[config.mk]
export PLATFORM = sky130hd
export DESIGN_NAME = sentinel_mem_writer_flat
export DESIGN_NICKNAME = d
export VERILOG_FILES = /design/src/rtl/sentinel_mem_writer_if.sv /design/src/rtl/sentinel_mem_writer.sv /design/src/flat_wrapper.sv
export SDC_FILE = /design/constraint.sdc
export NUM_CORES = 1
export LEC_CHECK = 0
export CORE_MARGIN = 2
export CORE_UTILIZATION = 50
export DETAILED_ROUTE_END_ITERATION = 10
export PLACE_DENSITY = 0.79
export SYNTH_ARGS = -nofsm -noshare
export SYNTH_HDL_FRONTEND = slang
export SYNTH_SLANG_ARGS = --single-unit
[constraint.sdc]
create_clock -name clk -period 4.9 [get_ports clk]
set_input_delay 0.98 -clock clk [delete_from_list [all_inputs] [get_ports clk]]
set_output_delay 0.98 -clock clk [all_outputs]
set_load 0.05 [all_outputs]
[src/rtl/sentinel_mem_writer_if.sv]
// sentinel_mem_writer_if
//   Groups the producer handshake, the restart strobe, the reader port and the
//   fill status of sentinel_mem_writer into one bundle.
//
//   Handshake: a word transfers on a rising clk edge where in_valid && in_ready.
//   The producer keeps in_data/in_last stable while in_valid is high and not yet
//   accepted; in_ready never depends on in_valid.
//
//   Signals
//     clear     master->slave  synchronous restart of a fill
//     in_valid  master->slave  producer has a word
//     in_ready  slave->master  block can accept a word
//     in_data   master->slave  word to store
//     in_last   master->slave  final word of the stream
//     rd_addr   master->slave  read address
//     rd_data   slave->master  registered read data (1-cycle latency)
//     count     slave->master  words stored, excluding the sentinel
//     done      slave->master  fill complete and sentinel present
//     overflow  slave->master  stream truncated because memory filled
interface sentinel_mem_writer_if #(
    parameter int DATA_W = 32,
    parameter int ADDR_W = 4
) ();
    logic              clear;
    logic              in_valid;
    logic              in_ready;
    logic [DATA_W-1:0] in_data;
    logic              in_last;
    logic [ADDR_W-1:0] rd_addr;
    logic [DATA_W-1:0] rd_data;
    logic [ADDR_W-1:0] count;
    logic              done;
    logic              overflow;

    modport master (
        output clear, in_valid, in_data, in_last, rd_addr,
        input  in_ready, rd_data, count, done, overflow
    );

    modport slave (
        input  clear, in_valid, in_data, in_last, rd_addr,
        output in_ready, rd_data, count, done, overflow
    );
endinterface

[src/rtl/sentinel_mem_writer.sv]
// sentinel_mem_writer
//   Stores an incoming word stream at consecutive addresses from 0 and then
//   terminates it with a zero sentinel, so a sequential reader can walk the
//   memory until it sees 0. A data word of 0 is itself the terminator. The last
//   memory entry is reserved so a sentinel always fits.
//
//   Ports
//     clk        rising-edge clock
//     rst        asynchronous active-high reset (memory contents not reset)
//     bus        sentinel_mem_writer_if.slave: handshake, clear, read port, status
//     state_dbg  current FSM state (0 FILL, 1 TERM, 2 DONE)
module sentinel_mem_writer #(
    parameter int DEPTH  = 11,
    parameter int DATA_W = 32,
    parameter int ADDR_W = 4
) (
    input  logic                  clk,
    input  logic                  rst,
    sentinel_mem_writer_if.slave  bus,
    output logic [1:0]            state_dbg
);

    localparam logic [1:0] ST_FILL = 2'd0;
    localparam logic [1:0] ST_TERM = 2'd1;
    localparam logic [1:0] ST_DONE = 2'd2;

    // Highest address a data word may use plus one; entry DEPTH-1 is the
    // sentinel slot of a full memory.
    localparam logic [ADDR_W-1:0] LAST_IDX = ADDR_W'(DEPTH - 1);

    logic [1:0]        state;
    logic [ADDR_W-1:0] wr_ptr;
    logic [ADDR_W-1:0] count_q;
    logic              overflow_q;
    logic [DATA_W-1:0] rd_data_q;
    logic [DATA_W-1:0] mem [DEPTH];

    logic              accept;
    logic              is_zero;
    logic              wr_en;
    logic [DATA_W-1:0] wr_data;

    // Ready comes from registered state only; rst forces it low so nothing is
    // accepted while the block is held in reset.
    assign bus.in_ready = !rst && (state == ST_FILL) && (wr_ptr < LAST_IDX);
    assign accept       = bus.in_valid && bus.in_ready;
    assign is_zero      = (bus.in_data == '0);

    // One write port shared by data words (FILL) and the sentinel (TERM).
    // clear suppresses both, so a word offered together with clear is dropped.
    always_comb begin
        wr_en   = 1'b0;
        wr_data = bus.in_data;
        if (!bus.clear) begin
            if (state == ST_FILL && accept) begin
                wr_en = 1'b1;
            end else if (state == ST_TERM) begin
                wr_en   = 1'b1;
                wr_data = '0;
            end
        end
    end

    always_ff @(posedge clk) begin
        if (wr_en) begin
            mem[wr_ptr] <= wr_data;
        end
    end

    // Read happens with the pre-edge memory contents, so a same-address write
    // in the same cycle returns the old word.
    always_ff @(posedge clk or posedge rst) begin
        if (rst) begin
            rd_data_q <= '0;
        end else if (int'(bus.rd_addr) < DEPTH) begin
            rd_data_q <= mem[bus.rd_addr];
        end else begin
            rd_data_q <= '0;
        end
    end

    always_ff @(posedge clk or posedge rst) begin
        if (rst) begin
            state      <= ST_FILL;
            wr_ptr     <= '0;
            count_q    <= '0;
            overflow_q <= 1'b0;
        end else if (bus.clear) begin
            state      <= ST_FILL;
            wr_ptr     <= '0;
            count_q    <= '0;
            overflow_q <= 1'b0;
        end else begin
            case (state)
                ST_FILL: begin
                    if (accept) begin
                        if (is_zero) begin
                            // The stored zero terminates the stream in place.
                            state <= ST_DONE;
                        end else begin
                            wr_ptr  <= wr_ptr + ADDR_W'(1);
                            count_q <= count_q + ADDR_W'(1);
                            if (bus.in_last) begin
                                state <= ST_TERM;
                            end else if (wr_ptr + ADDR_W'(1) == LAST_IDX) begin
                                overflow_q <= 1'b1;
                                state      <= ST_TERM;
                            end
                        end
                    end
                end
                ST_TERM: state <= ST_DONE;
                ST_DONE: state <= ST_DONE;
                default: state <= ST_FILL;
            endcase
        end
    end

    assign bus.rd_data  = rd_data_q;
    assign bus.count    = count_q;
    assign bus.done     = (state == ST_DONE);
    assign bus.overflow = overflow_q;
    assign state_dbg    = state;

endmodule
[src/flat_wrapper.sv]
// flat-port wrapper written by rule: the top's interface ports become plain ports
module sentinel_mem_writer_flat 
#(
    parameter int DEPTH  = 11,
    parameter int DATA_W = 32,
    parameter int ADDR_W = 4
)
  (clk, rst, state_dbg, bus_clear, bus_in_valid, bus_in_data, bus_in_last, bus_rd_addr, bus_in_ready, bus_rd_data, bus_count, bus_done, bus_overflow);
  sentinel_mem_writer_if #(.DATA_W(DATA_W), .ADDR_W(ADDR_W)) bus_i ();
  input  logic clk;
  input  logic rst;
  output logic [1:0] state_dbg;
  input wire logic [$bits(bus_i.clear)-1:0] bus_clear;
  input wire logic [$bits(bus_i.in_valid)-1:0] bus_in_valid;
  input wire logic [$bits(bus_i.in_data)-1:0] bus_in_data;
  input wire logic [$bits(bus_i.in_last)-1:0] bus_in_last;
  input wire logic [$bits(bus_i.rd_addr)-1:0] bus_rd_addr;
  output wire logic [$bits(bus_i.in_ready)-1:0] bus_in_ready;
  output wire logic [$bits(bus_i.rd_data)-1:0] bus_rd_data;
  output wire logic [$bits(bus_i.count)-1:0] bus_count;
  output wire logic [$bits(bus_i.done)-1:0] bus_done;
  output wire logic [$bits(bus_i.overflow)-1:0] bus_overflow;
  assign bus_i.clear = bus_clear;
  assign bus_i.in_valid = bus_in_valid;
  assign bus_i.in_data = bus_in_data;
  assign bus_i.in_last = bus_in_last;
  assign bus_i.rd_addr = bus_rd_addr;
  assign bus_in_ready = bus_i.in_ready;
  assign bus_rd_data = bus_i.rd_data;
  assign bus_count = bus_i.count;
  assign bus_done = bus_i.done;
  assign bus_overflow = bus_i.overflow;
  sentinel_mem_writer #(.DEPTH(DEPTH), .DATA_W(DATA_W), .ADDR_W(ADDR_W)) u_core (.clk(clk), .rst(rst), .bus(bus_i), .state_dbg(state_dbg));
endmodule
==> results_dict.tcl <==
set metrics [dict create \
    cp_top_family "buffers and inverters" \
    grt_usage 0.1961 \
    min_from "u_core.bus.overflow$_DFFE_PP0P_" \
    worst-path-buf-inv 4 \
    postCtsResizedCells 0 \
    viasPerCell 5.825 \
    start_util 0.5106 \
    routed_wl_um 30070 \
    grt_first_pass_wirelength_um 46110 \
    r2r-end "u_core.mem[8][26]$_DFFE_PP_" \
    crit_top_cell "clkdlybuf4s50_1" \
    clk_latency_ns 0.52 \
    cp.arrival_ns 2.86 \
    antenna_found_initial 0 \
    timing.final.max_slew_violations 0 \
    worst_clock_skew_ns 0.01638 \
    clock-sinks 395 \
    final_common_cell "edfxtp_1" \
    fillers 2073 \
    fmaxAchievable_mhz 260.4 \
    dp_hpwl_um 17070 \
    hold_violations 0 \
    n_antenna_cell 0 \
    power_frac_comb 0.107 \
    die_w_um 178.4 \
    worst_slew_pin_slew_ns 1.069 \
    path_clk_slew_ns 0.06 \
    postSynthAreaPerCell_um2 19.53 \
    p_leak_nw 5.978 \
    pin_count 82 \
    r2r-start "u_core.state_dbg[0]$_DFFE_PP0P_" \
    finalCriticalPeriod_ns 3.840 \
    io_buffers 81 \
    drc 0 \
    drtIter0Drc 826 \
    wl_per_cell_um 23.27 \
    finalSetupTns_ns 0 \
    p_sw_frac 0.2297 \
    layout_common_cells "edfxtp_1, clkdlybuf4s50_1, mux2i_1" \
    end_kind "output port" \
    pwr-share-clk 0.373 \
    cts-root-buf "clkbuf_16" \
    yosysWarningCount 0 \
    syn_area_mm2 0.01521 \
    period_share 0.7837 \
    synthDistinctLibCells 42 \
    drive_above_1_share 0.1674 \
    max_stage_delay_ns 0.80 \
    cts-hold-fix-buffers 0 \
    power_switching_mw 1.732 \
    ys_seq_area_frac 0.7655 \
    maxSlewHeadroom 0.2871 \
    synthToLayoutAreaGrowth_pct 16.16 \
    setup_viol 0 \
    irDropWorstVdd_v 0.0002949 \
    grt_max_degree 54 \
    htreeDepth 2 \
    cts_inserted_buffers 40 \
    place_congestion 0.7352 \
    rows 63 \
    clk_path_buf_depth 3 \
    p_per_area_mw_per_mm2 426.8 \
    die_area_mm2 0.03184 \
    num_vias 7526 \
    synth-edff-count 352 \
    ff2ff_setup_slack_ns 1.90 \
    min_path_type "reg -> reg" \
    p_int_mw 5.810 \
    first_pass_iters 4 \
    die_h_um 178.4 \
    postRouteAntennaNets 0 \
    holdPathEnd "u_core.bus.overflow$_DFFE_PP0P_" \
    status "finished, final reports clean" \
    p_total_mw 7.543 \
    multi_input_area_mm2 0.003373 \
    fp.coreArea_mm2 0.02980 \
    grt_setup_unrepaired "no" \
    postCtsSetupRepairBufs 0 \
    worst-setup-path-type "in -> out" \
    hold_path_depth 2 \
    drv_cap 0 \
    cp_max_fo 19 \
    regArea_mm2 0.01165 \
    netlist_instances 779 \
    crit_chain "clkdlybuf4s50_1 -> inv_2 -> buf_4 -> and3_2 -> clkdlybuf4s50_1" \
    grt_pass1_vias 7920 \
    tritoncts "built" \
    pwr-share-seq 0.520 \
    nets 925 \
    start_kind "primary input" \
    grt.overflow.total 0 \
    r2r_cells 6 \
    ys.flop_type "edfxtp_1" \
    synthArstFlopShare 0.1089 \
    crit_required_ns 3.92 \
    critPathSlowestCell "clkdlybuf4s50_1" \
    synth_seq_cells 395 \
    synth_nets 830 \
]
-- area by class of cell --
cell class / instances / share of cell area
timing repair buffer: 94 / 0.05175
clock inverter: 14 / 0.005239
tap: 390 / 0.02761
sequential: 395 / 0.6590
multi-input combinational: 336 / 0.1909
inverter: 7 / 0.001487
clock buffer: 56 / 0.06407
-- worst register-to-register path, cell delays in order (launching register included) --
cell	delay, ns
dfrtp_1	0.42
inv_1	0.13
ha_1	0.24
and4_1	0.40
o21bai_1	0.16
nor3b_1	0.38
and2_2	0.89
-- power by group through the flow --
stage / sequential (mW) / combinational (mW) / clock [mW]
after floorplan: 4.10 / 0.406 / 0
after global placement: 3.99 / 0.783 / 0
after detailed placement: 3.99 / 0.804 / 0
after CTS: 3.92 / 0.809 / 2.86
after global routing: 3.93 / 0.864 / 3.00
final: 3.92 / 0.805 / 2.81
-- state kept, by name, indices dropped and copies added, names as in the netlist --
| signal | count |
|---|---|
| u_core.wr_ptr | 4 |
| u_core.state_dbg | 2 |
| u_core.mem | 352 |
| u_core.bus.overflow | 1 |
| u_core.bus.count | 4 |
| u_core.bus.rd_data | 32 |
-- cell families after synthesis --
family,after synthesis,synth area share
flops,395,0.7655
mux,131,0.1388
simple gates,113,0.04054
compound gates,78,0.03051
buf+inv,48,0.01414
fa+ha+maj,10,0.008224
xor+xnor,4,0.002303
-- per-stage QoR --
stage	util	worst slack, ns	std cells	instance area [µm²]	hold WS, ns
after floorplan	-	0.9453	779	15210	0.5275
after global placement	0.5520	0.9976	1222	16450	0.5143
after detailed placement	0.5520	0.9862	1222	16450	0.5121
after CTS	0.5931	0.9817	1292	17670	0.5246
after global routing	0.5931	0.9163	1292	17670	0.5431
final	0.5931	1.060	1292	17670	0.5223
-- synth_stat cells (all sizes together), types with 3 or more instances --
library cell,n,area [µm²]
a21oi,35,175.2
and2,11,68.82
buf,27,136.4
clkbuf,14,52.55
dfrtp,43,1076
edfxtp,352,10570
ha,10,125.1
inv,7,26.28
mux2i,67,670.6
mux4,64,1441
nor2,41,153.9
nor2b,32,200.2
nor3b,3,27.52
nor4,8,50.05
o21ai,5,36.28
o22ai,32,200.2
-- metal layers --
| layer | up-vias | part of all wire | track usage |
|---|---|---|---|
| li1 | 3298 | - | - |
| met1 | 3862 | 0.41 | 0.2698 |
| met2 | 322 | 0.50 | 0.3272 |
| met3 | 44 | 0.068 | 0.03112 |
| met4 | 0 | 0.020 | 0.05725 |
| met5 | - | 0 | 0 |
-- worst max-delay path by stage --
stage,start,to,slack [ns],cells after the start
after floorplan,rst,u_core.mem[4][0]$_DFFE_PP_,0.95,6
after global placement,rst,bus_in_ready,1.0,5
after detailed placement,rst,bus_in_ready,0.99,5
after CTS,rst,bus_in_ready,0.98,5
after global routing,rst,bus_in_ready,0.92,5
final,rst,bus_in_ready,1.06,5
No activity file was read; power rests on OpenSTA's default activity.
